**config.mk**
```make
export PLATFORM = sky130hd
export DESIGN_NAME = mem_access_ctrl_flat
export DESIGN_NICKNAME = d
export VERILOG_FILES = /design/src/rtl/mem_access_ctrl_if.sv /design/src/rtl/mem_access_ctrl.sv /design/src/flat_wrapper.sv
export SDC_FILE = /design/constraint.sdc
export NUM_CORES = 1
export LEC_CHECK = 0
export ABC_CLOCK_PERIOD_IN_PS = 2100
export BUFFER_PORTS_ARGS = -buffer_cell sky130_fd_sc_hd__buf_2
export CAP_MARGIN = 20
export CORE_ASPECT_RATIO = 0.6
export CORE_MARGIN = 4
export CORE_UTILIZATION = 37
export DETAILED_ROUTE_END_ITERATION = 12
export HOLD_SLACK_MARGIN = 0.12
export SYNTH_ARGS = -nofsm -noshare
export SYNTH_HDL_FRONTEND = slang
export SYNTH_SLANG_ARGS = --single-unit
```
**constraint.sdc**
```tcl
create_clock -name clk -period 2.1 [get_ports clk]
set_input_delay 0.105 -clock clk [delete_from_list [all_inputs] [get_ports clk]]
set_output_delay 0.105 -clock clk [all_outputs]
set_load 0.1 [all_outputs]
```
**src/rtl/mem_access_ctrl_if.sv**
```systemverilog
// Data-memory bus between the M-stage access controller and the SRAM-like port.
// Master drives the request; slave answers with addr_ok/data_ok/rdata.
interface mem_access_ctrl_if #(
    parameter int ADDR_W = 32
);
    logic              data_req;
    logic              data_wr;
    logic [1:0]        data_size;
    logic [ADDR_W-1:0] data_addr;
    logic [31:0]       data_wdata;
    logic              data_addr_ok;
    logic              data_data_ok;
    logic [31:0]       data_rdata;

    modport master (
        output data_req, data_wr, data_size, data_addr, data_wdata,
        input  data_addr_ok, data_data_ok, data_rdata
    );

    modport slave (
        input  data_req, data_wr, data_size, data_addr, data_wdata,
        output data_addr_ok, data_data_ok, data_rdata
    );
endinterface

```
**src/rtl/mem_access_ctrl.sv**
```systemverilog
// M-stage data-memory access controller: registers the arbitrated E-stage
// access, runs it on the data bus, stalls until done, returns extended load data.
module mem_access_ctrl #(
    parameter int ADDR_W = 32
) (
    input  logic              clk,
    input  logic              rst,
    input  logic              M_ena,
    input  logic              M_flush,
    input  logic              E_mem_en,
    input  logic              E_mem_ren,
    input  logic              E_mem_wen,
    input  logic [5:0]        E_mem_op,
    input  logic [ADDR_W-1:0] E_mem_addr,
    input  logic [31:0]       E_mem_wdata,
    mem_access_ctrl_if.master bus,
    output logic [31:0]       M_mem_rdata,
    output logic              d_stall
);
    localparam logic [5:0] OP_LB  = 6'd1;
    localparam logic [5:0] OP_LBU = 6'd2;
    localparam logic [5:0] OP_LH  = 6'd3;
    localparam logic [5:0] OP_LHU = 6'd4;
    localparam logic [5:0] OP_LW  = 6'd5;
    localparam logic [5:0] OP_SB  = 6'd6;
    localparam logic [5:0] OP_SH  = 6'd7;
    localparam logic [5:0] OP_SW  = 6'd8;

    typedef enum logic [1:0] {IDLE, REQ, WAIT, DONE} state_t;
    state_t state_q, state_d;

    logic              m_valid, m_ren, m_wen;
    logic [5:0]        m_op;
    logic [ADDR_W-1:0] m_addr;
    logic [31:0]       m_wdata;

    logic              nxt_valid, nxt_ren, nxt_wen;
    logic [5:0]        nxt_op;
    logic [ADDR_W-1:0] nxt_addr;
    logic [31:0]       nxt_wdata, nxt_wrep;
    logic [1:0]        nxt_size;

    logic              b_ren, b_wr;
    logic [5:0]        b_op;
    logic [1:0]        b_size;
    logic [ADDR_W-1:0] b_addr;
    logic [31:0]       b_wdata;

    logic              cancel_q, cancel_eff;
    logic              issue, finish, req;
    logic [7:0]        byte_sel;
    logic [15:0]       half_sel;
    logic [31:0]       ext, rdata_q;

    // M pipeline register: flush kills, advance loads the E-stage access
    always_ff @(posedge clk) begin
        if (rst) begin
            m_valid <= 1'b0;
            m_ren   <= 1'b0;
            m_wen   <= 1'b0;
            m_op    <= '0;
            m_addr  <= '0;
            m_wdata <= '0;
        end else if (M_flush) begin
            m_valid <= 1'b0;
        end else if (M_ena) begin
            m_valid <= E_mem_en;
            m_ren   <= E_mem_ren;
            m_wen   <= E_mem_wen;
            m_op    <= E_mem_op;
            m_addr  <= E_mem_addr;
            m_wdata <= E_mem_wdata;
        end
    end

    // Contents M will hold after this edge, so an op can issue as it enters M
    always_comb begin
        nxt_valid = M_flush ? 1'b0 : (M_ena ? E_mem_en : m_valid);
        nxt_ren   = (M_ena & ~M_flush) ? E_mem_ren   : m_ren;
        nxt_wen   = (M_ena & ~M_flush) ? E_mem_wen   : m_wen;
        nxt_op    = (M_ena & ~M_flush) ? E_mem_op    : m_op;
        nxt_addr  = (M_ena & ~M_flush) ? E_mem_addr  : m_addr;
        nxt_wdata = (M_ena & ~M_flush) ? E_mem_wdata : m_wdata;
        unique case (nxt_op)
            OP_LB, OP_LBU, OP_SB: nxt_size = 2'd0;
            OP_LH, OP_LHU, OP_SH: nxt_size = 2'd1;
            default:              nxt_size = 2'd2;
        endcase
        unique case (nxt_op)
            OP_SB:   nxt_wrep = {4{nxt_wdata[7:0]}};
            OP_SH:   nxt_wrep = {2{nxt_wdata[15:0]}};
            default: nxt_wrep = nxt_wdata;
        endcase
    end

    // FSM state register
    always_ff @(posedge clk) begin
        if (rst) state_q <= IDLE;
        else     state_q <= state_d;
    end

    // FSM next state; a flushed transaction still completes, then drops its data
    always_comb begin
        state_d    = state_q;
        issue      = 1'b0;
        finish     = 1'b0;
        req        = 1'b0;
        cancel_eff = cancel_q | M_flush;
        unique case (state_q)
            IDLE: begin
                if (nxt_valid) begin
                    state_d = REQ;
                    issue   = 1'b1;
                end
            end
            REQ: begin
                req = 1'b1;
                if (bus.data_addr_ok) begin
                    if (bus.data_data_ok) begin
                        finish  = 1'b1;
                        state_d = cancel_eff ? IDLE : DONE;
                    end else begin
                        state_d = WAIT;
                    end
                end
            end
            WAIT: begin
                if (bus.data_data_ok) begin
                    finish  = 1'b1;
                    state_d = cancel_eff ? IDLE : DONE;
                end
            end
            DONE: begin
                if (M_ena | M_flush) begin
                    state_d = nxt_valid ? REQ : IDLE;
                    issue   = nxt_valid;
                end
            end
            default: state_d = IDLE;
        endcase
    end

    // Cancel marks an in-flight transaction whose M-stage owner was flushed
    always_ff @(posedge clk) begin
        if (rst)
            cancel_q <= 1'b0;
        else if (finish)
            cancel_q <= 1'b0;
        else if (M_flush && (state_q == REQ || state_q == WAIT))
            cancel_q <= 1'b1;
    end

    // Bus fields latched at issue so they stay stable while the request is open
    always_ff @(posedge clk) begin
        if (rst) begin
            b_ren   <= 1'b0;
            b_wr    <= 1'b0;
            b_op    <= '0;
            b_size  <= '0;
            b_addr  <= '0;
            b_wdata <= '0;
        end else if (issue) begin
            b_ren   <= nxt_ren;
            b_wr    <= nxt_wen;
            b_op    <= nxt_op;
            b_size  <= nxt_size;
            b_addr  <= nxt_addr;
            b_wdata <= nxt_wrep;
        end
    end

    // Lane select and sign/zero extension of the returned word
    always_comb begin
        unique case (b_addr[1:0])
            2'd0:    byte_sel = bus.data_rdata[7:0];
            2'd1:    byte_sel = bus.data_rdata[15:8];
            2'd2:    byte_sel = bus.data_rdata[23:16];
            default: byte_sel = bus.data_rdata[31:24];
        endcase
        half_sel = b_addr[1] ? bus.data_rdata[31:16] : bus.data_rdata[15:0];
        unique case (b_op)
            OP_LB:   ext = {{24{byte_sel[7]}}, byte_sel};
            OP_LBU:  ext = {24'd0, byte_sel};
            OP_LH:   ext = {{16{half_sel[15]}}, half_sel};
            OP_LHU:  ext = {16'd0, half_sel};
            OP_LW:   ext = bus.data_rdata;
            default: ext = bus.data_rdata;
        endcase
    end

    // Load result capture; stores and cancelled accesses leave nothing behind
    always_ff @(posedge clk) begin
        if (rst)
            rdata_q <= '0;
        else if (finish && !cancel_eff)
            rdata_q <= b_ren ? ext : 32'd0;
    end

    assign bus.data_req   = req;
    assign bus.data_wr    = b_wr;
    assign bus.data_size  = b_size;
    assign bus.data_addr  = b_addr;
    assign bus.data_wdata = b_wdata;
    assign M_mem_rdata    = rdata_q;
    assign d_stall        = m_valid & (state_q != DONE);
endmodule

```
**src/flat_wrapper.sv**
```systemverilog
// flat-port wrapper written by rule: the top's interface ports become plain ports
module mem_access_ctrl_flat 
#(
    parameter int ADDR_W = 32
)
  (clk, rst, M_ena, M_flush, E_mem_en, E_mem_ren, E_mem_wen, E_mem_op, E_mem_addr, E_mem_wdata, M_mem_rdata, d_stall, bus_data_req, bus_data_wr, bus_data_size, bus_data_addr, bus_data_wdata, bus_data_addr_ok, bus_data_data_ok, bus_data_rdata);
  mem_access_ctrl_if #(.ADDR_W(ADDR_W)) bus_i ();
  input  logic clk;
  input  logic rst;
  input  logic M_ena;
  input  logic M_flush;
  input  logic E_mem_en;
  input  logic E_mem_ren;
  input  logic E_mem_wen;
  input  logic [5:0] E_mem_op;
  input  logic [ADDR_W-1:0] E_mem_addr;
  input  logic [31:0] E_mem_wdata;
  output logic [31:0] M_mem_rdata;
  output logic d_stall;
  output wire logic [$bits(bus_i.data_req)-1:0] bus_data_req;
  output wire logic [$bits(bus_i.data_wr)-1:0] bus_data_wr;
  output wire logic [$bits(bus_i.data_size)-1:0] bus_data_size;
  output wire logic [$bits(bus_i.data_addr)-1:0] bus_data_addr;
  output wire logic [$bits(bus_i.data_wdata)-1:0] bus_data_wdata;
  input wire logic [$bits(bus_i.data_addr_ok)-1:0] bus_data_addr_ok;
  input wire logic [$bits(bus_i.data_data_ok)-1:0] bus_data_data_ok;
  input wire logic [$bits(bus_i.data_rdata)-1:0] bus_data_rdata;
  assign bus_data_req = bus_i.data_req;
  assign bus_data_wr = bus_i.data_wr;
  assign bus_data_size = bus_i.data_size;
  assign bus_data_addr = bus_i.data_addr;
  assign bus_data_wdata = bus_i.data_wdata;
  assign bus_i.data_addr_ok = bus_data_addr_ok;
  assign bus_i.data_data_ok = bus_data_data_ok;
  assign bus_i.data_rdata = bus_data_rdata;
  mem_access_ctrl #(.ADDR_W(ADDR_W)) u_core (.clk(clk), .rst(rst), .M_ena(M_ena), .M_flush(M_flush), .E_mem_en(E_mem_en), .E_mem_ren(E_mem_ren), .E_mem_wen(E_mem_wen), .E_mem_op(E_mem_op), .E_mem_addr(E_mem_addr), .E_mem_wdata(E_mem_wdata), .bus(bus_i), .M_mem_rdata(M_mem_rdata), .d_stall(d_stall));
endmodule
```
-- After elaboration in Yosys (flattened, before gate mapping)
Index checks and enable logic that the tools add are counted.
- reductions and logical operators: 11
- multiplexer cells: 28
- bitwise operators: 5
- eq/ne operators: 20
- operator list (kind ; count):
    one-hot mux 32 bit (4 select lines) ; 1
    2-to-1 mux 32 bit ; 3
    one-hot mux 32 bit (2 select lines) ; 1
    equality test 6 x 2 -> 1 bit, second input constant ; 4
    equality test 6 x 3 -> 1 bit, second input constant ; 4
    one-hot mux 8 bit (3 select lines) ; 1
    2-to-1 mux 16 bit ; 1
    equality test 6 x 1 -> 1 bit, second input constant ; 2
    2-to-1 mux 2 bit ; 6
    2-to-1 mux 1 bit ; 10
    one-hot mux 2 bit (4 select lines) ; 1
    equality test 2 bit, second input constant ; 3
    2-to-1 mux 6 bit ; 1
    inequality test 2 bit, second input constant ; 3
    OR reduction 3 bit ; 2
    equality test 2 x 1 -> 1 bit, second input constant ; 2
    logical NOT 2 bit ; 2
    inequality test 2 x 1 -> 1 bit, second input constant ; 2
    one-hot mux 1 bit (2 select lines) ; 2
    one-hot mux 2 bit (2 select lines) ; 1
    AND reduction 4 bit ; 1
    bitwise AND 1 bit ; 2
    logical AND 1 bit ; 2
    bitwise OR 1 bit ; 2
    other kinds (5) ; 5
- logic and storage cells: 79
- register bits: 182

-- Depth between registers and ports, before layout
Gate-level depths: netlist (run 1).
- depth in word-level cells: 6
- mapped depth: 9

-- Worst setup path before layout (run 1)
OpenSTA, ideal clock, no wires.
- path type: reg2reg
- start: register u_core.b_addr[1] (netlist: u_core.bus.data_addr[1])
- end: register u_core.rdata_q[21] (netlist: u_core.M_mem_rdata[21])
- cell stages (with the launch flop): 8
- setup time: 0.118 ns
- slack: -0.614 ns
- clock period less this slack: 2.714 ns
- arrival: 2.596 ns
- cell sequence: dfxtp_1 > buf_6 > mux2_4 > o31a_1 > or4_4 > o211ai_4 > buf_12 > o21ai_2
- longest elaborated chain between the ends: 4
- elaborated cells between the ends (all ways): 7
- those cells by class: eq/ne: 2; mux: 4; reduce/logical: 1
- ends and longest elaborated chain (what ; RTL line ; text):
    start: declaration ; mem_access_ctrl.sv:46 ; logic [ADDR_W-1:0] b_addr;
    start signal: assignment ; mem_access_ctrl.sv:167 ; b_addr <= nxt_addr;
    equality test 2 bit (tied with other cells) ; mem_access_ctrl.sv:174 ; unique case (b_addr[1:0])
    one-hot mux 8 bit (3 select lines) ; mem_access_ctrl.sv:174 ;
    one-hot mux 32 bit (4 select lines) * ; mem_access_ctrl.sv:181 ; unique case (b_op)
    2-to-1 mux 32 bit * ; mem_access_ctrl.sv:196 ; rdata_q <= b_ren ? ext : 32'd0;
    end signal: assignment ; mem_access_ctrl.sv:196 ;
    end: declaration ; mem_access_ctrl.sv:53 ; logic [31:0] ext, rdata_q;
Mark *: on every way between the ends. The rest lies on a longest branch, timed or not.
A chain may end at the register's enable or synchronous reset.

-- Worst setup path in the final report (run 1)
- start: input port E_mem_op[4]
- end: register u_core.b_wdata[26] (netlist: u_core.bus.data_wdata[26])
- longest elaborated chain between the ends: 3
- elaborated cells between the ends (all ways): 4
- those cells by class: eq/ne: 2; mux: 2
- ends and longest elaborated chain (what ; RTL line ; text):
    start: declaration ; flat_wrapper.sv:15 ; input logic [5:0] E_mem_op;
    2-to-1 mux 6 bit * ; mem_access_ctrl.sv:81 ; nxt_op = (M_ena & ~M_flush) ? E_mem_op : m_op;
    equality test 6 x 3 -> 1 bit ; mem_access_ctrl.sv:89 ; unique case (nxt_op)
    one-hot mux 32 bit (2 select lines) * ; mem_access_ctrl.sv:89 ;
    end signal: assignment ; mem_access_ctrl.sv:168 ; b_wdata <= nxt_wrep;
    end: declaration ; mem_access_ctrl.sv:47 ; logic [31:0] b_wdata;
Marks and branches as above.

==> metrics.txt, run 1 <==
clock tree from TritonCTS=yes; setup violators final=0; area taken by multi-input logic gates=0.00363 mm2; Tot Pwr=8760 uW; DIE HEIGHT=118 um; Ys Warns=0; portion of the post-synthesis area used by sequential elements=0.485; DR pass1 iterations=5; most frequent cells after synthesis=182 x sky130_fd_sc_hd__dfxtp_1, 135 x sky130_fd_sc_hd__nor2_1, 95 x sky130_fd_sc_hd__nand2_1; Max-cap violations=0; clock insertion delay at the later pin of the skew report=0.43 ns; Final min period=2.03 ns; dominant cells by area after synthesis=sky130_fd_sc_hd__dfxtp_1 48%, sky130_fd_sc_hd__mux2i_1 10%, sky130_fd_sc_hd__nor2_1 6.7%; post-synth cell types=59; result of the run=completed; final weighted congestion of routability-driven global placement=0.844; Die Area=0.0227 mm2; Detailed Route WL=23.5 mm; buffer levels on the longest clock path=2; routed via count divided by cell count=5.01; placement row count=40; Comb pwr share=0.217; required time at the endpoint of the critical path=2.48 ns; internal power consumption=6010 uW; number of buffer cells added on primary ports=211; critical path data arrival time=2.40 ns; ordered cell list for the critical path=dlygate4sd3_1, buf_2, or4b_1, o31ai_2, nand4b_4, buf_12, a2111oi_4, a221o_1; drt drc=0; hold violation total from the final report=0; total via count after detailed routing=7133; category of the worst setup path capture point=flop; largest net degree at the start of global routing=82; worst setup path class=in2reg; number of buffers created by CTS=17; first-iteration detailed-routing DRC count=471; first-pass GRT wire length=36.4 mm; delay of the slowest cell on the worst path=0.55 ns; setup slack at placement=-0.0629 ns; leading register cell type out of synthesis=sky130_fd_sc_hd__dfxtp_1; cell area after synthesis=0.00752 mm2; slew at the pin with the worst max-slew slack=0.780 ns; wire length per cell=16.5 um; worst slew slack as a fraction of its limit=0.480; Seq. cell area=0.00365 mm2; final net count=1254; number of enable flip-flop cells after synthesis=0; Max rail drop VDD=571 uV; Pwr per Cell Area=806 mW/mm2; met2 Usage GRT=0.293; antenna violations before repair=1; period utilisation layout=0.965; Antenna Violating Nets Remaining=0; proportion of register bits with asynchronous set or reset after synthesis=0; number of instances in the placed design=1270; Clock Sinks=182; sum of negative setup slack=0 ns; max-slew violation total from the final report=0; fraction of power consumed by sequential logic=0.421; standard cell with the maximum stage delay on the critical path=sky130_fd_sc_hd__dlygate4sd3_1; total of fill cells in the finished design=1824; layer carrying the most global-route usage=met2; area share of the largest cell type after synthesis=0.485; clock-pin slew on the worst setup and hold paths=0.07 ns; cell type with the highest aggregate area in the netlist=sky130_fd_sc_hd__dfxtp_1; overall routing resource usage=0.198; count leader, synth=sky130_fd_sc_hd__dfxtp_1; vias in the first global route=7035; count of mapped cells out of synthesis=819; path class of the lowest-slack min-delay path=in2reg; Critical Path Start Type=input port; Static Leakage=0.00484 uW; area of the core=0.0200 mm2; initial core utilization=0.376; RSZ-0062 raised after global routing=true; share of layout cells above drive strength 1=0.281; Clock power frac=0.362; CTS root buffer=sky130_fd_sc_hd__clkbuf_16; Sw Ratio=0.315; chip width=192 um; io pins=212; routing usage on met1=0.281; average size of a mapped cell=9.18 um2; Area Growth Syn to Fin=44.6%; largest fanout on the critical path=7; FMAX=0.494 GHz; # H-tree levels=4; worst path setup slack after routing=0.0743 ns; net count of the mapped netlist=935; met3 capacity usage during global routing=0.0676; clock tree skew after final layout=0.00835 ns; Net Sw Power=2760 uW; final non-filler cell total=1425; number of synthesized register bits=182; post-detail-place hpwl=15.3 mm; global route total overflow=0
## power groups by stage
stage          logic [uW]  clock network [uW]  registers [uW]
2_1_floorplan         732                   0            4250
3_3_place_gp         1670                   0            3760
3_5_place_dp         1670                   0            3760
4_1_cts              1840                3240            3690
5_1_grt              2040                3400            3700
6_report             1900                3170            3690
## critical path: cells and delay by family
family,cells,cell delay [ns]
compound gates,3,0.71
buf+inv,3,0.87
simple gates,2,0.71
## final cells by class
type	count	area share
flip-flops and latches	182	0.336
well taps	273	0.0314
multi-input cells	568	0.334
diodes	1	0.000230
clock buffers	19	0.0427
inverters	7	0.00242
repair buffers	362	0.243
clock inverters	13	0.0114
## path summary, 6_finish.rpt
| path | startpoint | end | slack [ns] | depth (start not counted) |
|---|---|---|---|---|
| max reg2reg | u_core.state_q[1]$_SDFFE_PP0P_ | u_core.bus.data_addr[27]$_SDFFE_PP0P_ | 0.09 | 9 |
| max | E_mem_op[4] | u_core.bus.data_wdata[26]$_SDFFE_PP0P_ | 0.07 | 8 |
| min reg2reg | u_core.M_mem_rdata[27]$_SDFFE_PP0P_ | u_core.M_mem_rdata[27]$_SDFFE_PP0P_ | 0.45 | 2 |
| min | bus_data_addr_ok | u_core.cancel_q$_SDFFE_PP0P_ | 0.16 | 5 |
## cell families after synthesis
kind of cell / Yosys count / synth area share
simple gates: 269 / 0.152
compound gates: 214 / 0.208
flops: 182 / 0.485
mux: 77 / 0.103
buf+inv: 69 / 0.0403
fa+ha+maj: 5 / 0.00832
xor+xnor: 3 / 0.00350
## timing repair
item                                   CTS  global route
buffers inserted                         0             7
hold buffers                           112             0
endpoints found under the hold margin  152             0
gates resized for setup                  1             5
setup endpoints to repair               13            65
cloned                                   0             3
pin swaps                                0             4
## registers in the layout, indices dropped and copies added (netlist names), 2 cells and up
signal and cells:
u_core.b_op 6, u_core.bus.data_size 2, u_core.bus.data_addr 32, u_core.m_addr 32
u_core.m_op 6, u_core.state_q 2, u_core.m_wdata 32, u_core.M_mem_rdata 32
u_core.bus.data_wdata 32
## metrics by stage
step / cell area, um2 / util / hold WS [ns]
after global routing: 10900 / 0.544 / 0.216
after detailed placement: 8970 / 0.449 / 0.362
after global placement: 8970 / 0.449 / 0.363
final: 10900 / 0.544 / 0.162
after floorplan: 7540 / - / 0.253
after CTS: 10700 / 0.535 / 0.147
## layout by cell type (no fill, tap or decap), types with 2 or more instances in the layout
cell type	count
sky130_fd_sc_hd__a2111oi_2	4
sky130_fd_sc_hd__a2111oi_4	2
sky130_fd_sc_hd__a211oi_1	49
sky130_fd_sc_hd__a21oi_1	44
sky130_fd_sc_hd__a221o_1	14
sky130_fd_sc_hd__a22oi_1	9
sky130_fd_sc_hd__buf_12	7
sky130_fd_sc_hd__buf_2	210
sky130_fd_sc_hd__buf_4	28
sky130_fd_sc_hd__clkbuf_16	21
sky130_fd_sc_hd__clkinv_2	2
sky130_fd_sc_hd__clkinv_4	4
sky130_fd_sc_hd__clkinvlp_4	5
sky130_fd_sc_hd__dfxtp_1	181
sky130_fd_sc_hd__dlygate4sd3_1	112
sky130_fd_sc_hd__ha_1	4
sky130_fd_sc_hd__inv_1	7
sky130_fd_sc_hd__mux2i_1	75
sky130_fd_sc_hd__nand2_1	95
sky130_fd_sc_hd__nand3_1	2
sky130_fd_sc_hd__nand3b_1	3
sky130_fd_sc_hd__nor2_1	134
sky130_fd_sc_hd__nor2b_1	9
sky130_fd_sc_hd__nor3_1	5
sky130_fd_sc_hd__nor3b_1	3
sky130_fd_sc_hd__o211a_1	7
sky130_fd_sc_hd__o211ai_1	2
sky130_fd_sc_hd__o21a_1	3
sky130_fd_sc_hd__o21ai_0	46
sky130_fd_sc_hd__o21ai_2	10
sky130_fd_sc_hd__o221a_2	7
sky130_fd_sc_hd__o31ai_1	2
sky130_fd_sc_hd__or3_1	6
sky130_fd_sc_hd__xnor2_1	2
## routing by layer
metal	part of all wire	up-vias
met3	0.077	15
met5	0	-
li1	-	3537
met2	0.43	233
met1	0.48	3348
met4	0.0093	0
Power figures use the tool's default switching activity.
==> run 2, diff against run 1 <==
--- a/config.mk
+++ b/config.mk
@@ -11,6 +11,7 @@
 export CORE_ASPECT_RATIO = 0.6
 export CORE_MARGIN = 4
 export CORE_UTILIZATION = 37
+export CTS_BUF_LIST = sky130_fd_sc_hd__clkbuf_2 sky130_fd_sc_hd__clkbuf_4 sky130_fd_sc_hd__clkbuf_8
 export DETAILED_ROUTE_END_ITERATION = 12
 export HOLD_SLACK_MARGIN = 0.12
 export SYNTH_ARGS = -nofsm -noshare
==> metrics.txt, run 2 (synthesis gave the netlist of run 1 again) <==
clock-pin slew on the worst setup and hold paths=0.09 ns; most used cells in the layout excluding fill and tap cells=210 x sky130_fd_sc_hd__buf_2, 181 x sky130_fd_sc_hd__dfxtp_1, 133 x sky130_fd_sc_hd__nor2_1, 115 x sky130_fd_sc_hd__dlygate4sd3_1, 95 x sky130_fd_sc_hd__nand2_1; placement row count=40; chip width=192 um; number of buffers created by CTS=17; CTS root buffer=sky130_fd_sc_hd__clkbuf_8; path class of the lowest-slack min-delay path=in2reg; Detailed Route WL=23.2 mm; initial core utilization=0.376; worst setup path startpoint=u_core.state_q[1]$_SDFFE_PP0P_; Sw Ratio=0.331; vias in the first global route=7081; Max-cap violations=0; Final min period=2.02 ns; terminus of the critical flop-to-flop path=u_core.bus.data_wdata[25]$_SDFFE_PP0P_; fraction of power consumed by sequential logic=0.461; Comb pwr share=0.237; number of buffer cells added on primary ports=211; overall routing resource usage=0.199; largest fanout on the critical path=23; wire length per cell=16.3 um; Clock power frac=0.302; critical path data arrival time=2.37 ns; commonest non-fill, non-tap cell in the layout=sky130_fd_sc_hd__buf_2; # H-tree levels=4; Max rail drop VDD=660 uV; total via count after detailed routing=7098; io pins=212; first-iteration detailed-routing DRC count=413; buffer levels on the longest clock path=2; global route total overflow=0; Die Area=0.0227 mm2; total of fill cells in the finished design=1833; slew at the pin with the worst max-slew slack=0.772 ns; clock tree skew after final layout=0.0137 ns; Pwr per Cell Area=749 mW/mm2; reg-to-reg startpoint=u_core.state_q[1]$_SDFFE_PP0P_; DR pass1 iterations=5; max-slew violation total from the final report=0; Util after Layout=0.534; Antenna Violating Nets Remaining=0; Clock Sinks=182; worst setup path class=reg2reg; drt drc=0; result of the run=completed; clock tree from TritonCTS=yes; share of layout cells above drive strength 1=0.282; Worst R2R Path Depth=7; Critical Path Start Type=flop; largest net degree at the start of global routing=82; routed via count divided by cell count=4.98; Area Growth Syn to Fin=41.8%; setup violators final=0; period utilisation layout=0.963; category of the worst setup path capture point=flop; sum of negative setup slack=0 ns; final weighted congestion of routability-driven global placement=0.844; FMAX=0.495 GHz; hold violation total from the final report=0; Net Sw Power=2640 uW; post-detail-place hpwl=15.3 mm; slack of the worst reg-to-reg path=0.08 ns; antenna violations before repair=1; internal power consumption=5350 uW; final net count=1254; Critical path destination=u_core.bus.data_wdata[25]$_SDFFE_PP0P_; area of the core=0.0200 mm2; clock insertion delay at the later pin of the skew report=0.47 ns; worst slew slack as a fraction of its limit=0.485; first-pass GRT wire length=36.4 mm; Static Leakage=0.00473 uW; required time at the endpoint of the critical path=2.45 ns; DIE HEIGHT=118 um
## run 2: per-stage QoR
stage	instances	total power [uW]	setup slack, ns	hold slack (ns)	instance area [um2]
2_1_floorplan	819	4980	-0.0518	0.253	7540
6_report	1425	7990	0.0787	0.205	10700
5_1_grt	1425	8380	-0.00408	0.204	10700
3_5_place_dp	1270	5440	-0.0629	0.362	8970
3_3_place_gp	1270	5430	-0.00866	0.363	8970
4_1_cts	1417	8030	0.0297	0.148	10500
## run 2: worst max-delay path, cell delays in order, from the launching register on
cell,delay (ns)
sky130_fd_sc_hd__dfxtp_1,0.39
sky130_fd_sc_hd__inv_1,0.09
sky130_fd_sc_hd__ha_1,0.21
sky130_fd_sc_hd__o211ai_1,0.32
sky130_fd_sc_hd__a211o_2,0.31
sky130_fd_sc_hd__a31oi_2,0.07
sky130_fd_sc_hd__buf_12,0.19
sky130_fd_sc_hd__a221o_1,0.32
## run 2: how the worst min path moves through the flow
| stage | startpoint | to | cells past startpoint |
|---|---|---|---|
| floorplan | bus_data_rdata[21] | u_core.M_mem_rdata[21]$_SDFFE_PP0P_ | 2 |
| global placement | bus_data_rdata[21] | u_core.M_mem_rdata[21]$_SDFFE_PP0P_ | 3 |
| detailed placement | bus_data_rdata[21] | u_core.M_mem_rdata[21]$_SDFFE_PP0P_ | 3 |
| CTS | M_flush | u_core.cancel_q$_SDFFE_PP0P_ | 4 |
| global route | M_flush | u_core.m_valid$_SDFF_PP0_ | 4 |
| finish | M_ena | u_core.m_valid$_SDFF_PP0_ | 4 |
## run 2: power groups by stage
| stage | registers (uW) | logic, uW | clock network, uW |
|---|---|---|---|
| 2_1_floorplan | 4250 | 732 | 0 |
| 3_3_place_gp | 3760 | 1670 | 0 |
| 3_5_place_dp | 3760 | 1670 | 0 |
| 4_1_cts | 3690 | 1850 | 2500 |
| 5_1_grt | 3710 | 2030 | 2640 |
| 6_report | 3690 | 1890 | 2410 |
## run 2: final cells by class
cell class,instances,area (um2),share of cell area
sequential,182,3650,0.342
timing repair buffer,362,2610,0.245
clock buffer,18,248,0.0232
antenna,1,2.50,0.000235
tap,273,342,0.0320
multi-input combinational,568,3630,0.340
clock inverter,14,154,0.0144
inverter,7,26.3,0.00246
## run 2: routing by layer
metal,up-vias,GRT usage,share of wire
met5,-,0,0
met4,0,0.0557,0.015
met3,26,0.0614,0.075
met2,219,0.293,0.43
met1,3319,0.280,0.48
li1,3534,-,-
## run 2: timing repair
| item | CTS | global route |
|---|---|---|
| setup buffers | 0 | 5 |
| gates cloned | 0 | 2 |
| endpoints found under the hold margin | 169 | 0 |
| endpoints found under the setup margin | 13 | 67 |
| gates resized for setup | 1 | 8 |
| hold buffers | 115 | 0 |
| pin swaps | 0 | 4 |
==> run 3, diff against run 2 <==
==> constraint.sdc (replaced) <==
create_clock -name clk -period 2.1 [get_ports clk]
set_input_delay 0.42 -clock clk [delete_from_list [all_inputs] [get_ports clk]]
set_output_delay 0.42 -clock clk [all_outputs]
set_load 0.1 [all_outputs]
==> metrics.txt, run 3 (synthesis gave the netlist of run 1 again) <==
internal power consumption=5560 uW; RSZ-0062 raised after global routing=true; largest fanout on the critical path=27; path class of the lowest-slack min-delay path=in2reg; clock tree skew after final layout=0.0139 ns; Clock Sinks=182; reg-to-reg startpoint=u_core.state_q[0]$_SDFFE_PP0P_; Pwr per Cell Area=844 mW/mm2; buffer levels on the longest clock path=2; first-pass GRT wire length=34.2 mm; area of the core=0.0200 mm2; DIE HEIGHT=118 um; largest net degree at the start of global routing=91; CTS root buffer=sky130_fd_sc_hd__clkbuf_8; initial core utilization=0.376; depth of the worst hold-timing path=3; worst setup path class=reg2reg; # H-tree levels=4; most used cells in the layout excluding fill and tap cells=207 x sky130_fd_sc_hd__buf_2, 181 x sky130_fd_sc_hd__dfxtp_1, 134 x sky130_fd_sc_hd__nor2_1, 95 x sky130_fd_sc_hd__nand2_1, 75 x sky130_fd_sc_hd__mux2i_1; Comb pwr share=0.215; drt drc=0; slack of the worst reg-to-reg path=0.10 ns; setup violators final=0; Final min period=2.00 ns; number of buffers created by CTS=17; post-detail-place hpwl=15.8 mm; setup slack at placement=-0.0985 ns; Static Leakage=0.00433 uW; antenna violations before repair=3; Worst R2R Path Depth=7; chip width=192 um; critical path data arrival time=2.41 ns; Critical Path Start Type=flop; commonest non-fill, non-tap cell in the layout=sky130_fd_sc_hd__buf_2; hold violation total from the final report=0; slew at the pin with the worst max-slew slack=0.589 ns; Max rail drop VDD=615 uV; worst path setup slack after routing=0.102 ns; Sw Ratio=0.319; Die Area=0.0227 mm2; clock-pin slew on the worst setup and hold paths=0.09 ns; FMAX=0.500 GHz; max-slew violation total from the final report=0; overall routing resource usage=0.189; first-iteration detailed-routing DRC count=372; Area Growth Syn to Fin=28.7%; Worst Hold Endpoint=u_core.m_addr[26]$_SDFFE_PP0N_; required time at the endpoint of the critical path=2.52 ns; final weighted congestion of routability-driven global placement=0.840; share of layout cells above drive strength 1=0.319; category of the worst setup path capture point=flop; DR pass1 iterations=5; result of the run=completed; vias in the first global route=6253; total via count after detailed routing=6652; final net count=1151; placement row count=40; routed via count divided by cell count=5.03; Net Sw Power=2600 uW; start point of the worst min-delay path=E_mem_addr[26]; period utilisation layout=0.952; Tot Pwr=8160 uW; clock tree from TritonCTS=yes; worst slew slack as a fraction of its limit=0.607; terminus of the critical flop-to-flop path=u_core.bus.data_wdata[13]$_SDFFE_PP0P_; Antenna Violating Nets Remaining=0; global route total overflow=0; wire length per cell=16.5 um; Max-cap violations=0; clock insertion delay at the later pin of the skew report=0.47 ns; fraction of power consumed by sequential logic=0.451; number of buffer cells added on primary ports=211; total of fill cells in the finished design=1937; Clock power frac=0.334; Detailed Route WL=21.8 mm; io pins=212
[run 3: changes by cell type in the layout (fill, tap and decap cells not counted), sizes merged]
cell,change
clkinv,-1
clkinvlp,-4
buf,+11
clkbuf,+3
inv,+1
bufinv,+2
dlygate4sd3,-115
[run 3: what timing repair did]
item                                    CTS  global route
cloned                                    0             1
endpoints found under the setup margin   14            52
resized for setup                         2             5
setup buffers                             0             1
hold buffers                              0             0
pin swaps                                 0             3
[run 3: worst max-delay path, cell delays in order, from the launching register on]
cell	delay [ns]
sky130_fd_sc_hd__dfxtp_1	0.33
sky130_fd_sc_hd__inv_1	0.14
sky130_fd_sc_hd__ha_2	0.23
sky130_fd_sc_hd__nand3b_1	0.15
sky130_fd_sc_hd__a211o_2	0.44
sky130_fd_sc_hd__buf_12	0.19
sky130_fd_sc_hd__a2111oi_2	0.29
sky130_fd_sc_hd__a221o_1	0.18
[run 3: cell type report]
| class | count | area (um2) | area share |
|---|---|---|---|
| Tap cell | 273 | 342 | 0.0353 |
| Inverter | 7 | 26.3 | 0.00272 |
| Clock buffer | 20 | 275 | 0.0285 |
| Antenna cell | 1 | 2.50 | 0.000259 |
| Timing Repair Buffer | 259 | 1570 | 0.163 |
| Sequential cell | 182 | 3650 | 0.377 |
| Clock inverter | 12 | 191 | 0.0198 |
| Multi-Input combinational cell | 568 | 3620 | 0.374 |
[run 3: power groups by stage]
stage	Clock [uW]	Sequential (uW)	Combinational (uW)
finish	2730	3680	1760
detailed placement	0	3760	1740
floorplan	0	4250	732
global route	2960	3700	1890
CTS	2810	3680	1740
global placement	0	3760	1730
[run 3: worst max-delay path by stage]
stage / startpoint / to / cells after the start
global route: u_core.state_q[0]$_SDFFE_PP0P_ / u_core.bus.data_wdata[17]$_SDFFE_PP0P_ / 8
CTS: u_core.state_q[1]$_SDFFE_PP0P_ / d_stall / 3
finish: u_core.state_q[0]$_SDFFE_PP0P_ / u_core.bus.data_wdata[13]$_SDFFE_PP0P_ / 7
global placement: M_ena / u_core.bus.data_wdata[10]$_SDFFE_PP0P_ / 6
detailed placement: u_core.state_q[0]$_SDFFE_PP0P_ / u_core.bus.data_wdata[25]$_SDFFE_PP0P_ / 6
floorplan: u_core.bus.data_addr[1]$_SDFFE_PP0P_ / u_core.M_mem_rdata[21]$_SDFFE_PP0P_ / 7
[run 3: metrics by stage]
stage / setup TNS [ns] / std cells / cell area, um2 / hold slack [ns] / utilization
5_1_grt: -0.137 / 1322 / 9670 / 0.166 / 0.484
2_1_floorplan: -0.446 / 819 / 7540 / 0.440 / -
6_report: 0 / 1322 / 9670 / 0.202 / 0.484
4_1_cts: 0 / 1319 / 9630 / 0.163 / 0.482
3_3_place_gp: -0.0130 / 1287 / 9160 / 0.434 / 0.458
3_5_place_dp: -1.05 / 1287 / 9160 / 0.439 / 0.458
[run 3: metal layers]
metal  vias up  part of all wire  track usage
li1       3323                 -            -
met1      3122              0.49        0.275
met2       184              0.40        0.256
met3        19             0.092       0.0791
met4         4            0.0094       0.0476
met5         -           0.00092            0
